**src/rtl/instr_fetch_unit_pkg.sv**
```systemverilog
// Shared definitions for the fetch stage: instruction field positions, NOP opcode,
// fetch FSM encoding and the field decode helper used to build the registered outputs.
package instr_fetch_unit_pkg;

    localparam int DATA_WIDTH = 32;
    localparam int OPCODE_LSB = 26;
    localparam int RS_LSB     = 21;
    localparam int RT_LSB     = 16;
    localparam int RD_LSB     = 11;
    localparam int SHAMT_LSB  = 6;
    localparam int FUNCT_LSB  = 0;
    localparam int IMM_LSB    = 0;

    localparam logic [5:0] NOP_OPCODE = 6'd63;

    typedef enum logic [1:0] {
        ST_IDLE  = 2'd0,
        ST_REQ   = 2'd1,
        ST_DRAIN = 2'd2
    } fetch_state_e;

    typedef struct packed {
        logic [5:0]  opcode;
        logic [4:0]  rs;
        logic [4:0]  rt;
        logic [4:0]  rd;
        logic [4:0]  shamt;
        logic [5:0]  funct;
        logic [15:0] imm;
    } instr_fields_t;

    // An invalid head decodes to NOP with every other field cleared.
    function automatic instr_fields_t decode_fields(input logic [DATA_WIDTH-1:0] word,
                                                    input logic valid);
        instr_fields_t f;
        f = {$bits(instr_fields_t){1'b0}};
        if (valid) begin
            f.opcode = word[OPCODE_LSB +: 6];
            f.rs     = word[RS_LSB +: 5];
            f.rt     = word[RT_LSB +: 5];
            f.rd     = word[RD_LSB +: 5];
            f.shamt  = word[SHAMT_LSB +: 5];
            f.funct  = word[FUNCT_LSB +: 6];
            f.imm    = word[IMM_LSB +: 16];
        end else begin
            f.opcode = NOP_OPCODE;
        end
        return f;
    endfunction

endpackage

```
**src/rtl/instr_fetch_unit_prefetch_queue.sv**
```systemverilog
// Circular prefetch FIFO. Besides full/empty/count it exposes the head as it will be
// after this cycle's push/pop/flush, so the fetch unit can register its outputs from it.
module ifu_prefetch_queue #(
    parameter int ENTRY_W = 58,
    parameter int DEPTH   = 2,
    localparam int PTR_W  = $clog2(DEPTH)
) (
    input  logic               clk,
    input  logic               rst_n,
    input  logic               push,
    input  logic               pop,
    input  logic               flush,
    input  logic [ENTRY_W-1:0] push_data,
    output logic               full,
    output logic               empty,
    output logic [PTR_W:0]     count,
    output logic               head_nxt_valid,
    output logic [ENTRY_W-1:0] head_nxt_data
);

    localparam logic [PTR_W:0] PTR_ONE = {{PTR_W{1'b0}}, 1'b1};

    logic [PTR_W:0]     wr_ptr_q, wr_ptr_d;
    logic [PTR_W:0]     rd_ptr_q, rd_ptr_d;
    logic [ENTRY_W-1:0] mem_q [DEPTH];
    logic               push_s;
    logic               pop_s;

    assign empty = (wr_ptr_q == rd_ptr_q);
    assign full  = (wr_ptr_q[PTR_W] != rd_ptr_q[PTR_W]) &&
                   (wr_ptr_q[PTR_W-1:0] == rd_ptr_q[PTR_W-1:0]);
    assign count = wr_ptr_q - rd_ptr_q;

    // Pointer update and look-ahead head selection.
    always_comb begin
        push_s   = push && !flush && !full;
        pop_s    = pop && !flush && !empty;
        wr_ptr_d = wr_ptr_q;
        rd_ptr_d = rd_ptr_q;
        if (flush) begin
            wr_ptr_d = {(PTR_W+1){1'b0}};
            rd_ptr_d = {(PTR_W+1){1'b0}};
        end else begin
            wr_ptr_d = push_s ? (wr_ptr_q + PTR_ONE) : wr_ptr_q;
            rd_ptr_d = pop_s  ? (rd_ptr_q + PTR_ONE) : rd_ptr_q;
        end
        head_nxt_valid = (wr_ptr_d != rd_ptr_d);
        // A word pushed into a queue that is otherwise empty becomes the head directly.
        if (push_s && (rd_ptr_d == wr_ptr_q)) begin
            head_nxt_data = push_data;
        end else begin
            head_nxt_data = mem_q[rd_ptr_d[PTR_W-1:0]];
        end
    end

    // Pointer registers.
    always_ff @(posedge clk or negedge rst_n) begin
        if (!rst_n) begin
            wr_ptr_q <= {(PTR_W+1){1'b0}};
            rd_ptr_q <= {(PTR_W+1){1'b0}};
        end else begin
            wr_ptr_q <= wr_ptr_d;
            rd_ptr_q <= rd_ptr_d;
        end
    end

    // Entry storage.
    always_ff @(posedge clk or negedge rst_n) begin
        if (!rst_n) begin
            for (int i = 0; i < DEPTH; i++) begin
                mem_q[i] <= {ENTRY_W{1'b0}};
            end
        end else if (push_s) begin
            mem_q[wr_ptr_q[PTR_W-1:0]] <= push_data;
        end
    end

endmodule

```
**src/rtl/instr_fetch_unit.sv**
```systemverilog
// Fetch stage: requests words from instruction memory, buffers them in the prefetch
// queue and presents registered R-format fields of the head (NOP when nothing is ready).
module instr_fetch_unit
    import instr_fetch_unit_pkg::*;
#(
    parameter int                    ADDR_WIDTH = 26,
    parameter logic [ADDR_WIDTH-1:0] RESET_PC   = {ADDR_WIDTH{1'b0}},
    parameter int                    PF_DEPTH   = 2
) (
    input  logic                  CLK,
    input  logic                  RST,
    output logic [ADDR_WIDTH-1:0] MEM_ADDR,
    output logic                  MEM_READ,
    input  logic [31:0]           MEM_DATA,
    input  logic                  MEM_READY,
    input  logic                  NEXT,
    input  logic                  PC_LOAD,
    input  logic [ADDR_WIDTH-1:0] PC_IN,
    output logic                  INSTR_VALID,
    output logic [5:0]            OpCode,
    output logic [4:0]            ADDR_R1,
    output logic [4:0]            ADDR_R2,
    output logic [4:0]            ADDR_W,
    output logic [4:0]            Shamt,
    output logic [5:0]            Funct,
    output logic [15:0]           IMM,
    output logic [ADDR_WIDTH-1:0] PC_OUT
);

    localparam int ENTRY_W = DATA_WIDTH + ADDR_WIDTH;
    localparam int CNT_W   = $clog2(PF_DEPTH) + 1;
    localparam logic [CNT_W-1:0]      ROOM_LIMIT = CNT_W'(PF_DEPTH - 1);
    localparam logic [ADDR_WIDTH-1:0] PC_ONE     = {{(ADDR_WIDTH-1){1'b0}}, 1'b1};

    fetch_state_e          state_q, state_d;
    logic [ADDR_WIDTH-1:0] pc_q, pc_d;
    logic [ADDR_WIDTH-1:0] mem_addr_q, mem_addr_d;
    logic                  mem_read_q, mem_read_d;
    logic                  instr_valid_q, instr_valid_d;
    instr_fields_t         fields_q, fields_d;
    logic [ADDR_WIDTH-1:0] pc_out_q, pc_out_d;

    logic                  push_s, pop_s, flush_s;
    logic                  q_full_s, q_empty_s, head_valid_s;
    logic [CNT_W-1:0]      q_count_s;
    logic [ENTRY_W-1:0]    head_data_s;
    logic [ADDR_WIDTH-1:0] pc_inc_s;

    ifu_prefetch_queue #(
        .ENTRY_W (ENTRY_W),
        .DEPTH   (PF_DEPTH)
    ) u_queue (
        .clk            (CLK),
        .rst_n          (RST),
        .push           (push_s),
        .pop            (pop_s),
        .flush          (flush_s),
        .push_data      ({mem_addr_q, MEM_DATA}),
        .full           (q_full_s),
        .empty          (q_empty_s),
        .count          (q_count_s),
        .head_nxt_valid (head_valid_s),
        .head_nxt_data  (head_data_s)
    );

    assign pc_inc_s = pc_q + PC_ONE;

    // Fetch FSM: request sequencing, redirect handling and PC update.
    always_comb begin
        state_d    = state_q;
        pc_d       = pc_q;
        mem_addr_d = mem_addr_q;
        mem_read_d = mem_read_q;
        push_s     = 1'b0;
        flush_s    = PC_LOAD;
        pop_s      = NEXT && instr_valid_q && !q_empty_s && !PC_LOAD;
        case (state_q)
            ST_IDLE: begin
                if (PC_LOAD) begin
                    pc_d       = PC_IN;
                    state_d    = ST_REQ;
                    mem_read_d = 1'b1;
                    mem_addr_d = PC_IN;
                end else if (!q_full_s) begin
                    state_d    = ST_REQ;
                    mem_read_d = 1'b1;
                    mem_addr_d = pc_q;
                end else begin
                    state_d    = ST_IDLE;
                    mem_read_d = 1'b0;
                end
            end
            ST_REQ: begin
                if (PC_LOAD) begin
                    pc_d = PC_IN;
                    // A response landing with the redirect is dropped and we refetch at once.
                    if (MEM_READY) begin
                        state_d    = ST_REQ;
                        mem_read_d = 1'b1;
                        mem_addr_d = PC_IN;
                    end else begin
                        state_d    = ST_DRAIN;
                        mem_read_d = 1'b0;
                    end
                end else if (MEM_READY) begin
                    push_s     = 1'b1;
                    pc_d       = pc_inc_s;
                    mem_addr_d = pc_inc_s;
                    if (pop_s || (q_count_s < ROOM_LIMIT)) begin
                        state_d    = ST_REQ;
                        mem_read_d = 1'b1;
                    end else begin
                        state_d    = ST_IDLE;
                        mem_read_d = 1'b0;
                    end
                end else begin
                    state_d = ST_REQ;
                end
            end
            ST_DRAIN: begin
                if (PC_LOAD) begin
                    pc_d = PC_IN;
                end else begin
                    pc_d = pc_q;
                end
                if (MEM_READY) begin
                    state_d    = ST_REQ;
                    mem_read_d = 1'b1;
                    mem_addr_d = PC_LOAD ? PC_IN : pc_q;
                end else begin
                    state_d    = ST_DRAIN;
                    mem_read_d = 1'b0;
                end
            end
            default: begin
                state_d    = ST_IDLE;
                mem_read_d = 1'b0;
            end
        endcase
    end

    // Output fields follow the queue head as it stands after this cycle.
    always_comb begin
        instr_valid_d = head_valid_s;
        fields_d      = decode_fields(head_data_s[DATA_WIDTH-1:0], head_valid_s);
        if (head_valid_s) begin
            pc_out_d = head_data_s[ENTRY_W-1:DATA_WIDTH];
        end else begin
            pc_out_d = pc_d;
        end
    end

    // FSM, PC and memory interface registers.
    always_ff @(posedge CLK or negedge RST) begin
        if (!RST) begin
            state_q    <= ST_IDLE;
            pc_q       <= RESET_PC;
            mem_addr_q <= RESET_PC;
            mem_read_q <= 1'b0;
        end else begin
            state_q    <= state_d;
            pc_q       <= pc_d;
            mem_addr_q <= mem_addr_d;
            mem_read_q <= mem_read_d;
        end
    end

    // Registered decoded outputs.
    always_ff @(posedge CLK or negedge RST) begin
        if (!RST) begin
            instr_valid_q <= 1'b0;
            fields_q      <= decode_fields({DATA_WIDTH{1'b0}}, 1'b0);
            pc_out_q      <= RESET_PC;
        end else begin
            instr_valid_q <= instr_valid_d;
            fields_q      <= fields_d;
            pc_out_q      <= pc_out_d;
        end
    end

    assign MEM_ADDR    = mem_addr_q;
    assign MEM_READ    = mem_read_q;
    assign INSTR_VALID = instr_valid_q;
    assign OpCode      = fields_q.opcode;
    assign ADDR_R1     = fields_q.rs;
    assign ADDR_R2     = fields_q.rt;
    assign ADDR_W      = fields_q.rd;
    assign Shamt       = fields_q.shamt;
    assign Funct       = fields_q.funct;
    assign IMM         = fields_q.imm;
    assign PC_OUT      = pc_out_q;

endmodule

```
**config.mk**
```make
export PLATFORM = sky130hd
export DESIGN_NAME = instr_fetch_unit
export DESIGN_NICKNAME = d
export VERILOG_FILES = /design/src/rtl/instr_fetch_unit_pkg.sv /design/src/rtl/instr_fetch_unit_prefetch_queue.sv /design/src/rtl/instr_fetch_unit.sv
export SDC_FILE = /design/constraint.sdc
export NUM_CORES = 1
export LEC_CHECK = 0
export ABC_AREA = 1
export CAP_MARGIN = 5
export CORE_MARGIN = 10
export CORE_UTILIZATION = 45
export DETAILED_ROUTE_END_ITERATION = 10
export GPL_ROUTABILITY_DRIVEN = 1
export GPL_TIMING_DRIVEN = 0
export PLACE_DENSITY_LB_ADDON = 0.2
export SETUP_SLACK_MARGIN = 0.15
export SYNTH_ARGS = -nofsm -noshare
export SYNTH_HDL_FRONTEND = slang
export SYNTH_SLANG_ARGS = --single-unit
```
**constraint.sdc**
```tcl
create_clock -name CLK -period 6.5 [get_ports CLK]
set_input_delay 1.3 -clock CLK [delete_from_list [all_inputs] [get_ports CLK]]
set_output_delay 1.3 -clock CLK [all_outputs]
set_load 0.05 [all_outputs]
```
==> results.md <==
- By count the netlist is led by 367 x nand2_1, 228 x dfrtp_1, 190 x nor2_1, 132 x o21ai_0, 123 x inv_1.
- Ranked by total cell area, the synthesized netlist is headed by dfrtp_1 46%, nand2_1 11%, nor2_1 5.7%.
- In the routed design, unresolved DRC markers number 0.
- The total via count after detailed routing is 11757.
- The master cell of the clock root buffer is clkbuf_16.
- The part of the power in registers is 32.1%.
- The layout-stage area growth over the synthesis result is 24.21%.
- The DRC violation total after the first TritonRoute iteration is 1308.
- Gates resized during post-CTS repair numbered 0.
- The largest total area in the synthesized netlist belongs to dfrtp_1.
- For this run, the detailed router's first-pass iteration total came to 6.
- The largest vdd supply drop is 0.3939 mV.
- The vertical die dimension is 186.1 um.
- The number of placed instances with taps included is 2094.
- For this configuration, the core starts out at a cell density of 45.91%.
- The most frequently used flop master after synthesis is dfrtp_1.
- Once placement finished, the instance area stood at 14500 um2.
- The count of buffers added on input and output ports is 163.
- For this run, the number of Yosys warnings is 0.
- Among all cell types in the netlist, the one instantiated most often is nand2_1.
- Subtracting the final worst setup slack from the clock period gives 4101 ps.
- The number of hold-slack violations in the final timing report is 0.
- The worst setup path is launched from an input pin.
- In this run the number of H-tree levels came out at 1.
- The share of flip-flops with an asynchronous set or reset after synthesis is 100.0%.
- Hold is met by 506.7 ps.
- The tightest min-delay check is of the flop to flop type.
- Synthesis produced a netlist whose cell count is 1589.
- In this run the post-CTS setup repair buffer count came out at 0.
- The number of pins with negative max-slew slack in the final report is 0.
- The aggregate global-route resource usage is 24.44%.
- The number of hold buffers added after CTS is 0.
- In this run the power spent charging and discharging nets is 0.003534 W.
- Of the post-synthesis cell area, the dominant cell type holds 45.98%.
- The routed length per instance is 19.86 um.
- At the end of the flow, the number of nets in the layout was 1852.
- Counting every sink on the clock net gives 234.
- 0 antenna diodes ended up in the layout.
- TritonCTS built the clock tree.
- The number of antenna violations at the first check in global routing came to 0.
- The sort of element at the end of the critical path is a flop.
- The post-layout instance area is 15410 um2.
- The share of total power dissipated in the clock network is 20.1%.
- The flow ran to the end, and the final reports show no timing, DRC or antenna violations.
- The overall routed net length is 42480 um.
- The floorplan step defined a die boundary enclosing 34620 um2.
- Setup repair after global routing left no endpoint under its margin.
- The row count is 60.
- The tool flagged a number of max-cap violations equal to 0.
- From left edge to right edge, the die measures 186.1 um.
- The global route total overflow is 0.
- The power per unit of standard cell area is 507.9 nW/um2.
- Measured against its own limit, the worst slew margin works out to 37.64%.
- The worst setup path is of the input pin to flop kind.
- For the final database, setup skew stands at 15.15 ps.
- Static timing analysis puts the maximum clock frequency at 243.8 MHz.
- The post-synthesis net count is 1660.
- Along the worst path, the maximum fanout reaches 10.
- No sink is reached through more buffers than the 3 on the longest clock path.
- Entering global routing, the biggest net connects 121 pins.
- The detailed-route vias per instance is 5.496.
- Sequential elements use 47.25% of the synthesized area.
- TritonCTS created 26 clock buffers.
- The number of enable flip-flop cells after synthesis is 0.
- Summed over all failing endpoints, the final setup total negative slack is 0 ps.
- Once detailed placement completed, the half-perimeter wirelength came to 30810 um.
- The clock transition at the register clock pins on the worst setup and hold paths after CTS is 60 ps.
- The via count of the first global-routing pass came to 11527.
- The count of cell types in the netlist is 43.
- In this run the static leakage power is 7.206 nW.
- Of the total power, the share spent switching nets is 45.15%.
- For this run, the number of standard cells in the final layout without fillers is 2139.
- The weighted congestion at the end of routability-driven global placement is 0.9763.
- The total area inside the core boundary comes to 27030 um2.
- The clock reaches the later pin of the worst-skew pair after 550 ps.
- Data on the critical path is required at its endpoint by 6900 ps.
- The fraction of layout instances using a drive strength above 1 is 9.010%.
- The logic gate share of total power is 47.8%.
- The remaining antenna violation count after routing is 0.
- The design internal power is 0.004294 W.
- The mapped netlist covers 12410 um2.
- The first global-routing pass estimated 66140 um of wire.
- The synthesized design contains 234 register bits.
- The worst path uses 63.10% of the clock period.
- Setup violations remaining at the end of the flow were counted as 0.
- The actual slew at the worst max-slew pin is 935.3 ps.
- Averaged over all synthesized cells, the footprint is 7.809 um2.
- The critical path data arrival time is 4500 ps.
- Cells fill 57.03% of the core in the end.
- The number of ports placed on the die boundary is 165.
final timing paths:
| kind | slack (ps) | startpoint | cells after the start | endpoint |
|---|---|---|---|---|
| max in group asynchronous | 4530 | RST | 2 | u_queue.mem_q[54]$_DFFE_PN0P_ |
| worst max register to register | 2660 | state_q[1]$_DFF_PN0_ | 12 | u_queue.mem_q[103]$_DFFE_PN0P_ |
| min in group asynchronous | 850 | RST | 1 | u_queue.mem_q[85]$_DFFE_PN0P_ |
| worst min-delay path | 510 | u_queue.mem_q[63]$_DFFE_PN0P_ | 1 | u_queue.mem_q[63]$_DFFE_PN0P_ |
| worst max-delay path | 2400 | MEM_READY | 10 | u_queue.mem_q[103]$_DFFE_PN0P_ |
| worst min register to register | 510 | u_queue.mem_q[63]$_DFFE_PN0P_ | 1 | u_queue.mem_q[63]$_DFFE_PN0P_ |
sequential cells by signal (all words and copies together) (netlist names), 5 cells and up:
name,cells
OpCode,6
IMM,16
PC_OUT,26
MEM_ADDR,26
pc_q,26
ADDR_R1,5
ADDR_R2,5
u_queue.mem_q,116
cell type report:
| type | instances | area (um2) |
|---|---|---|
| Fill cell | 2490 | 11610 |
| Sequential cell | 234 | 5863 |
| Multi-Input combinational cell | 1113 | 5484 |
| Timing Repair Buffer | 164 | 1664 |
| Clock buffer | 35 | 744.5 |
| Buffer | 111 | 559.3 |
| Inverter | 131 | 501.7 |
| Tap cell | 341 | 426.7 |
| Clock inverter | 10 | 168.9 |
cell families after synthesis:
| logic type | Yosys count | share of synthesized area, % |
|---|---|---|
| buffers and inverters | 242 | 8.551 |
| DFF | 234 | 47.25 |
| xor gates and xnor gates | 17 | 1.200 |
| and+or+nand+nor | 717 | 24.76 |
| AOI/OAI and AO/OA | 345 | 15.08 |
| muxes | 26 | 2.360 |
| adders and majority gates | 8 | 0.8067 |
layer usage:
layer | vias up | GRT usage [%] | share of wire (%)
li1 | 5547 | - | -
met1 | 5621 | 32.46 | 43
met2 | 521 | 39.89 | 47
met3 | 68 | 4.192 | 7.6
met4 | 0 | 7.449 | 2.9
met5 | - | 0 | 0
critical path, cell delays in order:
cell and delay, ps:
clkdlybuf4s50_1 530, nand2_1 100, nor2_1 330, nand2_1 130, inv_1 180, ha_1 170
clkbuf_1 470, clkbuf_1 520, buf_1 580, a21oi_1 160
placed cells by master (no fill, tap or decap), types with 8 or more instances in the layout:
| master | synthesis | routed |
|---|---|---|
| xor2_1 | 16 | 16 |
| nor2_1 | 190 | 190 |
| mux2_2 | 26 | 26 |
| clkbuf_16 | 0 | 26 |
| dfrtp_1 | 228 | 228 |
| o21ai_1 | 28 | 28 |
| nand2_1 | 367 | 367 |
| ha_1 | 8 | 8 |
| o21ai_0 | 132 | 132 |
| nand4_1 | 29 | 29 |
| nand3_1 | 99 | 99 |
| a22oi_1 | 10 | 10 |
| clkdlybuf4s50_1 | 0 | 162 |
| clkbuf_1 | 54 | 57 |
| or2_2 | 10 | 10 |
| o21bai_1 | 29 | 29 |
| buf_4 | 22 | 22 |
| buf_2 | 23 | 23 |
| a21boi_0 | 8 | 8 |
| inv_1 | 123 | 123 |
| a21oi_1 | 122 | 122 |
power groups by stage:
| stage | sequential, W | clock, W | combinational, W |
|---|---|---|---|
| 6_report | 0.00251 | 0.00157 | 0.00374 |
| 5_1_grt | 0.00259 | 0.00166 | 0.00406 |
| 4_1_cts | 0.00251 | 0.00160 | 0.00372 |
| 3_5_place_dp | 0.00252 | 0 | 0.00369 |
| 3_3_place_gp | 0.00252 | 0 | 0.00364 |
| 2_1_floorplan | 0.00313 | 0 | 0.00178 |
through the flow:
stage	setup WS, ps	power (W)
floorplan	3323	0.004913
global placement	-6015	0.006159
detailed placement	1946	0.006218
CTS	2531	0.007820
global route	2278	0.008300
finish	2399	0.007828
No activity file was read; power rests on OpenSTA's default activity.
